$ cat config.mk
export PLATFORM = sky130hd
export DESIGN_NAME = v1_peak_detector
export DESIGN_NICKNAME = d
export VERILOG_FILES = /design/src/rtl/v1_peak_detector_pkg.sv /design/src/rtl/v1_event_slot.sv /design/src/rtl/v1_peak_detector.sv
export SDC_FILE = /design/constraint.sdc
export NUM_CORES = 1
export LEC_CHECK = 0
export BUFFER_PORTS_ARGS = -buffer_cell sky130_fd_sc_hd__buf_2
export CORE_MARGIN = 2
export CORE_UTILIZATION = 50
export CTS_BUF_LIST = sky130_fd_sc_hd__clkbuf_16
export DETAILED_ROUTE_END_ITERATION = 7
export GPL_TIMING_DRIVEN = 0
export PLACE_DENSITY = 0.7
export SKIP_LAST_GASP = 1
export SYNTH_ARGS = -nofsm -noshare
export SYNTH_HDL_FRONTEND = slang
export SYNTH_SLANG_ARGS = --single-unit
$ cat constraint.sdc
create_clock -name clk -period 5 [get_ports clk]
set_input_delay 1 -clock clk [delete_from_list [all_inputs] [get_ports clk]]
set_output_delay 1 -clock clk [all_outputs]
set_load 0.1 [all_outputs]
$ cat src/rtl/v1_peak_detector_pkg.sv
// v1_peak_detector_pkg: sample width, detector defaults and the detector FSM state type.
package v1_peak_detector_pkg;
    localparam int SIZE_FILTER_DATA = 16;
    localparam int V1_THRESHOLD     = 100;
    localparam int V1_HYST          = 10;
    localparam int V1_HOLDOFF       = 4;
    localparam int V1_MAX_WIDTH     = 64;
    localparam int V1_TIME_WIDTH    = 32;
    typedef enum logic [1:0] {ST_IDLE, ST_TRACK, ST_HOLDOFF} v1_pd_state_t;
endpackage

$ cat src/rtl/v1_event_slot.sv
// v1_event_slot: single-entry valid/ready event register; events arriving while it is
// occupied and not being drained are dropped and counted (saturating).
module v1_event_slot
    import v1_peak_detector_pkg::*;
#(
    parameter int TW = V1_TIME_WIDTH,
    parameter int WB = 7
) (
    input  logic                               clk,
    input  logic                               reset,
    input  logic                               emit_i,
    input  logic signed [SIZE_FILTER_DATA-1:0] amp_i,
    input  logic        [TW-1:0]               time_i,
    input  logic        [WB-1:0]               width_i,
    input  logic                               pileup_i,
    input  logic                               ready_i,
    output logic                               valid_o,
    output logic signed [SIZE_FILTER_DATA-1:0] amp_o,
    output logic        [TW-1:0]               time_o,
    output logic        [WB-1:0]               width_o,
    output logic                               pileup_o,
    output logic        [15:0]                 lost_o
);
    logic                               valid_q, pileup_q;
    logic signed [SIZE_FILTER_DATA-1:0] amp_q;
    logic        [TW-1:0]               time_q;
    logic        [WB-1:0]               width_q;
    logic        [15:0]                 lost_q;
    logic                               full, load;

    assign full = valid_q & ~ready_i;
    assign load = emit_i & ~full;

    always_ff @(posedge clk or negedge reset) begin
        if (!reset) begin
            valid_q  <= 1'b0;
            amp_q    <= '0;
            time_q   <= '0;
            width_q  <= '0;
            pileup_q <= 1'b0;
            lost_q   <= '0;
        end else begin
            if (load) begin
                valid_q  <= 1'b1;
                amp_q    <= amp_i;
                time_q   <= time_i;
                width_q  <= width_i;
                pileup_q <= pileup_i;
            end else if (ready_i) begin
                valid_q <= 1'b0;
            end
            if (emit_i && full && lost_q != 16'hFFFF)
                lost_q <= lost_q + 16'd1;
        end
    end

    assign valid_o  = valid_q;
    assign amp_o    = amp_q;
    assign time_o   = time_q;
    assign width_o  = width_q;
    assign pileup_o = pileup_q;
    assign lost_o   = lost_q;
endmodule

$ cat src/rtl/v1_peak_detector.sv
// v1_peak_detector: threshold/hysteresis pulse detector capturing peak amplitude,
// peak timestamp and width per pulse, with pile-up cut-off and post-event holdoff.
module v1_peak_detector
    import v1_peak_detector_pkg::*;
#(
    parameter int THRESHOLD  = V1_THRESHOLD,
    parameter int HYST       = V1_HYST,
    parameter int HOLDOFF    = V1_HOLDOFF,
    parameter int MAX_WIDTH  = V1_MAX_WIDTH,
    parameter int TIME_WIDTH = V1_TIME_WIDTH,
    localparam int WIDTH_BITS = $clog2(MAX_WIDTH + 1)
) (
    input  logic                               clk,
    input  logic                               reset,
    input  logic signed [SIZE_FILTER_DATA-1:0] filter_data,
    output logic                               peak_valid,
    input  logic                               peak_ready,
    output logic signed [SIZE_FILTER_DATA-1:0] peak_amplitude,
    output logic        [TIME_WIDTH-1:0]       peak_time,
    output logic        [WIDTH_BITS-1:0]       peak_width,
    output logic                               peak_pileup,
    output logic        [15:0]                 lost_count
);
    localparam int HCW = $clog2(HOLDOFF + 2);
    // One extra bit so THRESHOLD-HYST never wraps against the sample range
    localparam logic signed [SIZE_FILTER_DATA:0] TH_X = (SIZE_FILTER_DATA+1)'(THRESHOLD);
    localparam logic signed [SIZE_FILTER_DATA:0] LO_X = (SIZE_FILTER_DATA+1)'(THRESHOLD - HYST);
    localparam logic [HCW-1:0] HOLD_INIT = HCW'(HOLDOFF > 0 ? HOLDOFF - 1 : 0);

    v1_pd_state_t                       state_q;
    logic signed [SIZE_FILTER_DATA-1:0] d_q, max_q;
    logic signed [SIZE_FILTER_DATA:0]   d_x;
    logic        [TIME_WIDTH-1:0]       time_q, ts_q, max_time_q;
    logic        [WIDTH_BITS-1:0]       width_q;
    logic        [HCW-1:0]              hold_q;
    logic                               low, at_max, emit;

    assign d_x    = {d_q[SIZE_FILTER_DATA-1], d_q};
    assign low    = d_x < LO_X;
    assign at_max = width_q == WIDTH_BITS'(MAX_WIDTH);
    assign emit   = (state_q == ST_TRACK) && (low || at_max);

    always_ff @(posedge clk or negedge reset) begin
        if (!reset) begin
            state_q    <= ST_IDLE;
            d_q        <= '0;
            time_q     <= '0;
            ts_q       <= '0;
            max_q      <= '0;
            max_time_q <= '0;
            width_q    <= '0;
            hold_q     <= '0;
        end else begin
            d_q    <= filter_data;
            ts_q   <= time_q;
            time_q <= time_q + TIME_WIDTH'(1);
            case (state_q)
                ST_IDLE: if (d_x > TH_X) begin
                    state_q    <= ST_TRACK;
                    max_q      <= d_q;
                    max_time_q <= ts_q;
                    width_q    <= WIDTH_BITS'(1);
                end
                ST_TRACK: if (emit) begin
                    state_q <= ST_HOLDOFF;
                    hold_q  <= HOLD_INIT;
                end else begin
                    width_q <= width_q + WIDTH_BITS'(1);
                    if (d_q > max_q) begin
                        max_q      <= d_q;
                        max_time_q <= ts_q;
                    end
                end
                // Leaving holdoff also requires the signal to be low, so pile-up cannot retrigger
                ST_HOLDOFF: if (hold_q != '0) hold_q <= hold_q - HCW'(1);
                            else if (low) state_q <= ST_IDLE;
                default: state_q <= ST_IDLE;
            endcase
        end
    end

    v1_event_slot #(.TW(TIME_WIDTH), .WB(WIDTH_BITS)) u_slot (
        .clk      (clk),
        .reset    (reset),
        .emit_i   (emit),
        .amp_i    (max_q),
        .time_i   (max_time_q),
        .width_i  (width_q),
        .pileup_i (~low),
        .ready_i  (peak_ready),
        .valid_o  (peak_valid),
        .amp_o    (peak_amplitude),
        .time_o   (peak_time),
        .width_o  (peak_width),
        .pileup_o (peak_pileup),
        .lost_o   (lost_count)
    );
endmodule
# Word level (Yosys, flattened, before mapping)
# Index checks and enable logic that the tools add are counted.
[word_totals]
latchBits = 0
reg_bits = 213
ram_bits = 0
romBits = 0
mem_count = 0
elab_cells = 71
[classes]
eq_ne = 11
n_mul = 0
div = 0
reduce_logical = 13
n_mux = 21
order_cmp = 3
add_sub_neg = 4
bitwise = 5
shifts = 0
[ops]
columns = ["cell", "n"]
rows = [
  ["$mux 32", 3],
  ["$pmux 32 s2", 1],
  ["$mux 16", 3],
  ["$add 32x1->32 const B", 1],
  ["$pmux 16 s2", 1],
  ["$add 16x1->16 const B", 1],
  ["$gt 16x16->1", 1],
  ["$gt 16x8->1 const B", 1],
  ["$lt 16x8->1 const B", 1],
  ["$ne 16x16->1 const B", 1],
  ["$mux 7", 2],
  ["$pmux 7 s2", 1],
  ["$ne 2x2->1 const B", 5],
  ["$mux 2", 4],
  ["$reduce_and 4->1", 2],
  ["$add 7x1->7 const B", 1],
  ["$eq 7x7->1 const B", 1],
  ["$mux 3", 2],
  ["$pmux 2 s3", 1],
  ["$pmux 3 s2", 1],
  ["$reduce_and 3->1", 2],
  ["$reduce_bool 2->1", 3],
  ["$ne 2x1->1 const B", 2],
  ["$logic_and 1x1->1", 3],
  ["9 further kinds", 13],
]

# Depth between registers and ports, before layout
# Gate-level depths: netlist (run 1).
[depth]
ltp_word = 5
mapped_depth = 11
mapped_depth_nobuf = 9

# Hierarchy
# Synthesis (run 1) repeated with hierarchy kept, for this count alone.
[unflattened]
cells_unflattened = 595
hier_area_um2 = 8411.8
[by_module_without_submodules]
columns = ["module", "cells_each", "seq_area_each_um2", "n_inst", "area_each_um2"]
rows = [
  ["v1_peak_detector", 402, 3503.4, 1, 5531.6],
  ["v1_event_slot", 193, 1826.8, 1, 2880.3],
]

# Worst setup path after synthesis (run 1)
# Ideal clock, no wire load.
[synth_path]
path_kind = "register -> register"
from = "reg u_slot.lost_q[0], in the netlist u_slot.lost_o[0]"
to = "reg u_slot.lost_q[15], in the netlist u_slot.lost_o[15]"
n_path_buf = 1
period_less_slack_ps = 2502
required_ps = 4842
arrival_time_ps = 2343
stages_incl_launch_ff = 9
setup_ps = 158
slack_ps = 2498
cell_sequence = "dfrtp_1 -> ha_1 -> and3_1 -> clkbuf_1 -> a41o_1 -> a211oi_1 -> and3_1 -> nand4_1 -> xnor2_1"
[synth_between]
elab_chain_len = 2
[synth_rtl]
columns = ["element", "line_no", "rtl"]
rows = [
  ["start: declaration", "v1_event_slot.sv:28", "logic [15:0] lost_q;"],
  ["start signal: assignment", "v1_event_slot.sv:53", "lost_q <= lost_q + 16'd1;"],
  ["parallel branches: the longest is 2 deep, another holds $add 16x1->16", "-", ""],
]
# Several ways; the timed one is not identified.
# A chain may end at the register's enable or synchronous reset.

# Worst setup path in the final report (run 1)
[layout_path]
from = "reg d_q[15]"
to = "reg max_q[2]"
[layout_between]
elab_chain_len = 5
[layout_rtl]
columns = ["element", "line_no", "rtl"]
rows = [
  ["start: declaration", "v1_peak_detector.sv:31", "logic signed [SIZE_FILTER_DATA-1:0] d_q, max_q;"],
  ["start signal: assignment", "v1_peak_detector.sv:54", "d_q <= filter_data;"],
  ["$lt 16x8->1", "v1_peak_detector.sv:39", "assign low = d_x < LO_X;"],
  ["$logic_or 1x1->1", "v1_peak_detector.sv:41", "assign emit = (state_q == ST_TRACK) && (low || at_max);"],
  ["$logic_and 1x1->1", "v1_peak_detector.sv:41", ""],
  ["$ne 2x2->1 (no source line)", "-", ""],
  ["$reduce_and 4->1 (no source line) (*)", "-", ""],
  ["end signal: assignment", "v1_peak_detector.sv:60", "max_q <= d_q;"],
  ["end signal: assignment", "v1_peak_detector.sv:70", "max_q <= d_q;"],
  ["end: declaration", "v1_peak_detector.sv:31", ""],
]
# Every way passes the cells marked *; elsewhere a longest branch is shown, timed or not.

==> results_dict.tcl, run 1 <==
set metrics [dict create \
    cts_resized 0 \
    core_um2 16400 \
    io_pins 92 \
    reg2reg_from "d_q[15]$_DFF_PN0_" \
    place_hpwl_mm 10.5 \
    critPathRequiredTime_ns 5.36 \
    cts_hold_buf 0 \
    syn_area_um2 8300 \
    io_buffer_count 91 \
    slowest_delay_ns 0.46 \
    cp-startpoint "d_q[15]$_DFF_PN0_" \
    grt_pass1_wl_mm 25.6 \
    synth_nets 644 \
    cp_slowest_cell "nor4_1" \
    synth_top_area_share 0.642 \
    finClkSkew_ns 0.0109 \
    fin_crit_ns 2.94 \
    grt_antenna_before_repair 1 \
    rsz0062_at_grt "false" \
    crit_arrival_ns 3.30 \
    drv_slew 0 \
    netlist.top_cell.by_area "dfrtp_1" \
    final_util 0.597 \
    power_switching_mw 2.02 \
    setup_ws_ns 2.06 \
    cts_buffers 23 \
    start_util 0.506 \
    die_x_um 133 \
    placed_cells 915 \
    synthToLayoutAreaGrowth_pct 17.9 \
    yosys_warnings 0 \
    cp-start-kind "flop" \
    ys_ff_latch 213 \
    cts_tree "done" \
    ctsHtreeMaxLevel 1 \
    ant_nets 0 \
    outcome "complete, no violations" \
    synth_edf_count 0 \
    slew_headroom 0.526 \
    crit_fanout 10 \
    end_kind "flop" \
    cts_sinks 213 \
    path_clk_slew_ns 0.05 \
    p_leak_nw 4.99 \
    n_antenna_cell 0 \
    r2r_cells 9 \
    dp_slack_ns 2.08 \
    rows 47 \
    worstSetupEndpoint "max_q[2]$_DFFE_PN0P_" \
    worstReg2RegEnd "max_q[2]$_DFFE_PN0P_" \
    tightestPinTransition_ns 0.711 \
    async_flop_share 1.00 \
    fin_nets 761 \
    root_buffer "clkbuf_16" \
    drc 0 \
    p_seq_frac 0.383 \
    postCtsSetupRepairBufs 0 \
    die_h_um 133 \
    wl_per_cell_um 15.7 \
    dieArea_um2 17600 \
    fmax_mhz 340 \
    vias_per_cell 5.20 \
    ys_seq_area_frac 0.642 \
    gp_congestion 0.813 \
    vias 4970 \
    drtIter0Drc 283 \
    netlist_instances 603 \
    crit_type "reg -> reg" \
    drive_above_1_share 0.299 \
    min_from "time_q[30]$_DFF_PN0_" \
    finalCritPeriodShare 0.589 \
    max_cap_viol_count 0 \
    grt_overflow_total 0 \
    synth_area_leaders "dfrtp_1 (64%), mux2_2 (9.0%), xnor2_1 (3.8%)" \
    wirelength_mm 15.0 \
    finalPower_mw 5.44 \
    switching_share 0.371 \
    comb_power_share 0.324 \
    setup_viol 0 \
    crit_path_cell_trace "ha_1 > nand4_1 > nor4_1 > a211oi_1 > xnor2_1 > a21oi_2 > buf_6 > buf_6 > mux2_4" \
    grt_pass1_vias 5201 \
    hold_class "reg -> reg" \
    power.density_nw_per_um2 556 \
    hold_violations 0 \
    clk_latency_ns 0.49 \
    peakVddDrop_v 0.000302 \
    dominantRegCellSynth "dfrtp_1" \
    syn_avg_cell_area_um2 13.8 \
    tns_ns 0 \
    grt_max_degree 118 \
    p_clk_frac 0.293 \
    dr.pass1.iters 5 \
    grt_usage 0.177 \
    stdcell_count 955 \
    ys_types 39 \
    crit_top_cell "buf_6" \
    r2r_setup_slack_ns 2.06 \
    p_int_mw 3.42 \
    clockBufferDepth 3 \
]
-- power groups by stage --
stage / clock network (mW) / logic (mW) / registers, mW
after CTS: 1.64 / 1.77 / 2.08
after global placement: 0 / 1.73 / 2.10
final: 1.60 / 1.76 / 2.08
after global routing: 1.72 / 1.88 / 2.11
after floorplan: 0 / 0.687 / 2.83
after detailed placement: 0 / 1.77 / 2.11
-- logic make-up (layout without fill, tap and decap cells) --
| logic type | count (synthesis) | after routing | share of synthesized area |
|---|---|---|---|
| AOI/OAI and AO/OA | 46 | 46 | 0.0347 |
| adders and majority gates | 22 | 22 | 0.0332 |
| DFF | 213 | 213 | 0.642 |
| xor gates and xnor gates | 52 | 52 | 0.0549 |
| muxes | 87 | 87 | 0.127 |
| and+or+nand+nor | 139 | 139 | 0.0847 |
| buffers and inverters | 44 | 176 | 0.0237 |
-- area by class of cell --
type,count,area (µm²)
Clock inverter,17,145
Buffer,15,87.6
Clock buffer,23,576
Multi-Input combinational cell,346,2770
Inverter,29,109
Sequential cell,213,5330
Timing Repair Buffer,92,493
Fill cell,1298,6620
Tap cell,220,275
-- per-stage QoR --
step | area (µm²) | hold slack (ns)
after floorplan | 8300 | 0.354
after global placement | 9030 | 0.363
after detailed placement | 9070 | 0.367
after CTS | 9790 | 0.380
after global routing | 9790 | 0.389
final | 9790 | 0.378
-- worst min-delay path by stage --
stage,to,cells after the start
final,ts_q[30]$_DFF_PN0_,0
after global routing,ts_q[26]$_DFF_PN0_,0
after CTS,ts_q[30]$_DFF_PN0_,0
after detailed placement,ts_q[30]$_DFF_PN0_,0
after global placement,ts_q[30]$_DFF_PN0_,0
after floorplan,ts_q[26]$_DFF_PN0_,0
-- routing by layer --
layer	vias up	part of all wire	track usage
li1	2319	-	-
met1	2505	0.44	0.238
met2	118	0.48	0.293
met3	26	0.059	0.0379
met4	2	0.020	0.0532
met5	-	0.00087	0
-- synth_stat cells (all sizes together), types with 3 or more instances --
library cell  count
a21oi            14
and2              3
and3             11
and4              4
buf              10
clkbuf            5
dfrtp           213
ha               22
inv              29
mux2             87
nand2            41
nand2b            5
nand3            22
nand4            15
nor2             19
nor3              8
nor4              3
o21ai            21
xnor2            36
xor2             16
-- placed cells by master (no fill, tap or decap), drive strengths merged, types with 2 or more instances in the layout --
cell and instances:
clkinv 9, and3 11, nand2b 5, bufinv 3, nand4 15, clkbuf 28
mux2 87, or4 2, and4 4, o21bai 2, o21ai 21, a211oi 2
xor2 16, nand2 41, xnor2 36, nor2 19, ha 22, dfrtp 213
a21oi 14, nand3b 2, nor4 3, buf 102, nor2b 2, and2 3
nor3 8, inv 34, nand3 22
-- flip-flops by register name, summed over array words and instances (netlist names) --
register	cells
max_time_q	32
time_q	32
ts_q	32
u_slot.time_o	32
d_q	16
max_q	16
u_slot.amp_o	16
u_slot.lost_o	16
u_slot.width_o	7
width_q	7
hold_q	3
state_q	2
u_slot.pileup_o	1
u_slot.valid_o	1
-- critical path: cells and delay by family (launching register included) --
kind                       cells  cell delay [ns]
AOI/OAI and AO/OA              2             0.45
xor gates and xnor gates       1             0.17
adders and majority gates      1             0.37
buffers and inverters          2             0.41
DFF                            1             0.43
muxes                          1             0.31
and+or+nand+nor                2             0.65
Power figures use the tool's default switching activity.
==> run 2, diff against run 1 <==
==> constraint.sdc (replaced) <==
create_clock -name clk -period 2.9 [get_ports clk]
set_input_delay 0.58 -clock clk [delete_from_list [all_inputs] [get_ports clk]]
set_output_delay 0.58 -clock clk [all_outputs]
set_load 0.1 [all_outputs]
==> run 2 against run 1 <==
Compared with the run above: total power is 73% higher; critical path type unchanged; clock skew decreased by 0.00077 ns; sequential power up 73%; clock-buffer cell count unchanged; global-route usage up 0.068 points; critical endpoint unchanged.
==> results_dict.tcl, run 2 (same netlist as run 1, synthesis figures left out) <==
set metrics [dict create \
    grt_antenna_before_repair 1 \
    wirelength_mm 15.1 \
    comb_power_share 0.328 \
    clk_latency_ns 0.48 \
    p_seq_frac 0.381 \
    path_clk_slew_ns 0.05 \
    hold_violations 0 \
    switching_share 0.371 \
    cts_buffers 23 \
    ant_nets 0 \
    p_int_mw 5.94 \
    max_cap_viol_count 0 \
    die_h_um 133 \
    dr.pass1.iters 4 \
    dieArea_um2 17600 \
    finalCritPeriodShare 0.952 \
    start_util 0.506 \
    peakVddDrop_v 0.000521 \
    drc 0 \
    crit_arrival_ns 3.12 \
    rsz0062_at_grt "false" \
    place_hpwl_mm 10.5 \
    grt_max_degree 118 \
    cp-start-kind "flop" \
    tightestPinTransition_ns 0.711 \
    final_cell_mix "dfrtp_1 (213), buf_2 (97), mux2_2 (66)" \
    die_x_um 133 \
    grt_usage 0.178 \
    whs_ns 0.0948 \
    power_switching_mw 3.50 \
    io_pins 92 \
    slowest_delay_ns 0.62 \
    setup_viol 0 \
    crit_type "reg -> reg" \
    root_buffer "clkbuf_16" \
    drv_slew 0 \
    grt_pass1_wl_mm 25.7 \
    wl_per_cell_um 15.7 \
    n_antenna_cell 0 \
    finalPower_mw 9.43 \
    grt_pass1_vias 5206 \
    tns_ns 0 \
    end_kind "flop" \
    io_buffer_count 91 \
    slew_headroom 0.526 \
    worstReg2RegEnd "max_q[2]$_DFFE_PN0P_" \
    hold_class "in -> async" \
    synthToLayoutAreaGrowth_pct 18.5 \
    critPathRequiredTime_ns 3.26 \
    crit_family "simple AND/OR/NAND/NOR gates" \
    crit_fanout 10 \
    vias_per_cell 5.18 \
    cp_slowest_cell "or4_1" \
    core_um2 16400 \
    power.density_nw_per_um2 959 \
    fin_nets 763 \
    ctsHtreeMaxLevel 1 \
    cts_tree "done" \
    outcome "complete, no violations" \
    cts_hold_buf 0 \
    reg2reg_from "d_q[11]$_DFF_PN0_" \
    grt_overflow_total 0 \
    vias 4961 \
    finClkSkew_ns 0.0102 \
    r2r_cells 10 \
    fmax_mhz 362 \
    r2r_setup_slack_ns 0.14 \
    drive_above_1_share 0.304 \
    final_common_cell "dfrtp_1" \
    nFillCells 1294 \
    clockBufferDepth 3 \
    gp_congestion 0.813 \
    crit_path_cell_trace "or4_1 > nor2_1 > o221ai_2 > a31o_4 > nand2_1 > a21oi_2 > buf_4 > buf_6 > buf_12 > mux2_4" \
    critical_path_buf_inv_count 3 \
    p_clk_frac 0.292 \
    rows 47 \
    p_leak_nw 5.00 \
    fin_crit_ns 2.76 \
    cts_sinks 213 \
    drtIter0Drc 262 \
]
## run 2: per-layer routing
layer / vias to the layer above / routed length (µm) / global-route usage
met1: 2489 / 6680 / 0.238
li1: 2323 / - / -
met5: - / 13 / 0
met4: 2 / 306 / 0.0532
met2: 121 / 7220 / 0.294
met3: 26 / 847 / 0.0379
## run 2: repair_timing
| item | 4_1_cts | 5_1_grt |
|---|---|---|
| pin swaps | 1 | 0 |
| gates resized for setup | 1 | 5 |
| setup buffers | 1 | 1 |
| endpoints found under the setup margin | 38 | 51 |
## run 2: how the worst max path moves through the flow
stage | depth (start not counted) | to | slack (ns) | startpoint
detailed placement | 9 | max_q[2]$_DFFE_PN0P_ | -0.02 | d_q[15]$_DFF_PN0_
global placement | 1 | u_slot.time_o[17]$_DFFE_PN0P_ | -2.06 | reset
floorplan | 8 | u_slot.lost_o[15]$_DFFE_PN0P_ | 0.40 | u_slot.lost_o[0]$_DFFE_PN0P_
global route | 12 | max_q[10]$_DFFE_PN0P_ | 0.01 | max_q[5]$_DFFE_PN0P_
finish | 10 | max_q[2]$_DFFE_PN0P_ | 0.14 | d_q[11]$_DFF_PN0_
CTS | 11 | max_q[2]$_DFFE_PN0P_ | 0.07 | d_q[15]$_DFF_PN0_
## run 2: area by class of cell
cell class	instances	area, µm²	share of cell area
inverter	29	109	0.0111
timing repair buffer	94	508	0.0517
tap	220	275	0.0280
multi-input combinational	346	2790	0.284
clock buffer	23	576	0.0585
sequential	213	5330	0.542
buffer	15	100	0.0102
clock inverter	17	145	0.0148
## run 2: metrics by stage
step                setup WS, ns  utilization  cells  cell area (µm²)
floorplan                  0.398            -    603             8300
global placement           -2.06        0.550    914             9030
detailed placement       -0.0219        0.553    915             9070
CTS                       0.0694        0.597    956             9800
global route              0.0106        0.599    957             9830
finish                     0.138        0.599    957             9830
## run 2: power by group through the flow
stage          clock network, mW  registers, mW  logic, mW
3_5_place_dp                   0           3.64       3.05
2_1_floorplan                  0           4.88       1.18
6_report                    2.75           3.59       3.09
3_3_place_gp                   0           3.62       2.98
5_1_grt                     2.97           3.64       3.30
4_1_cts                     2.82           3.59       3.07
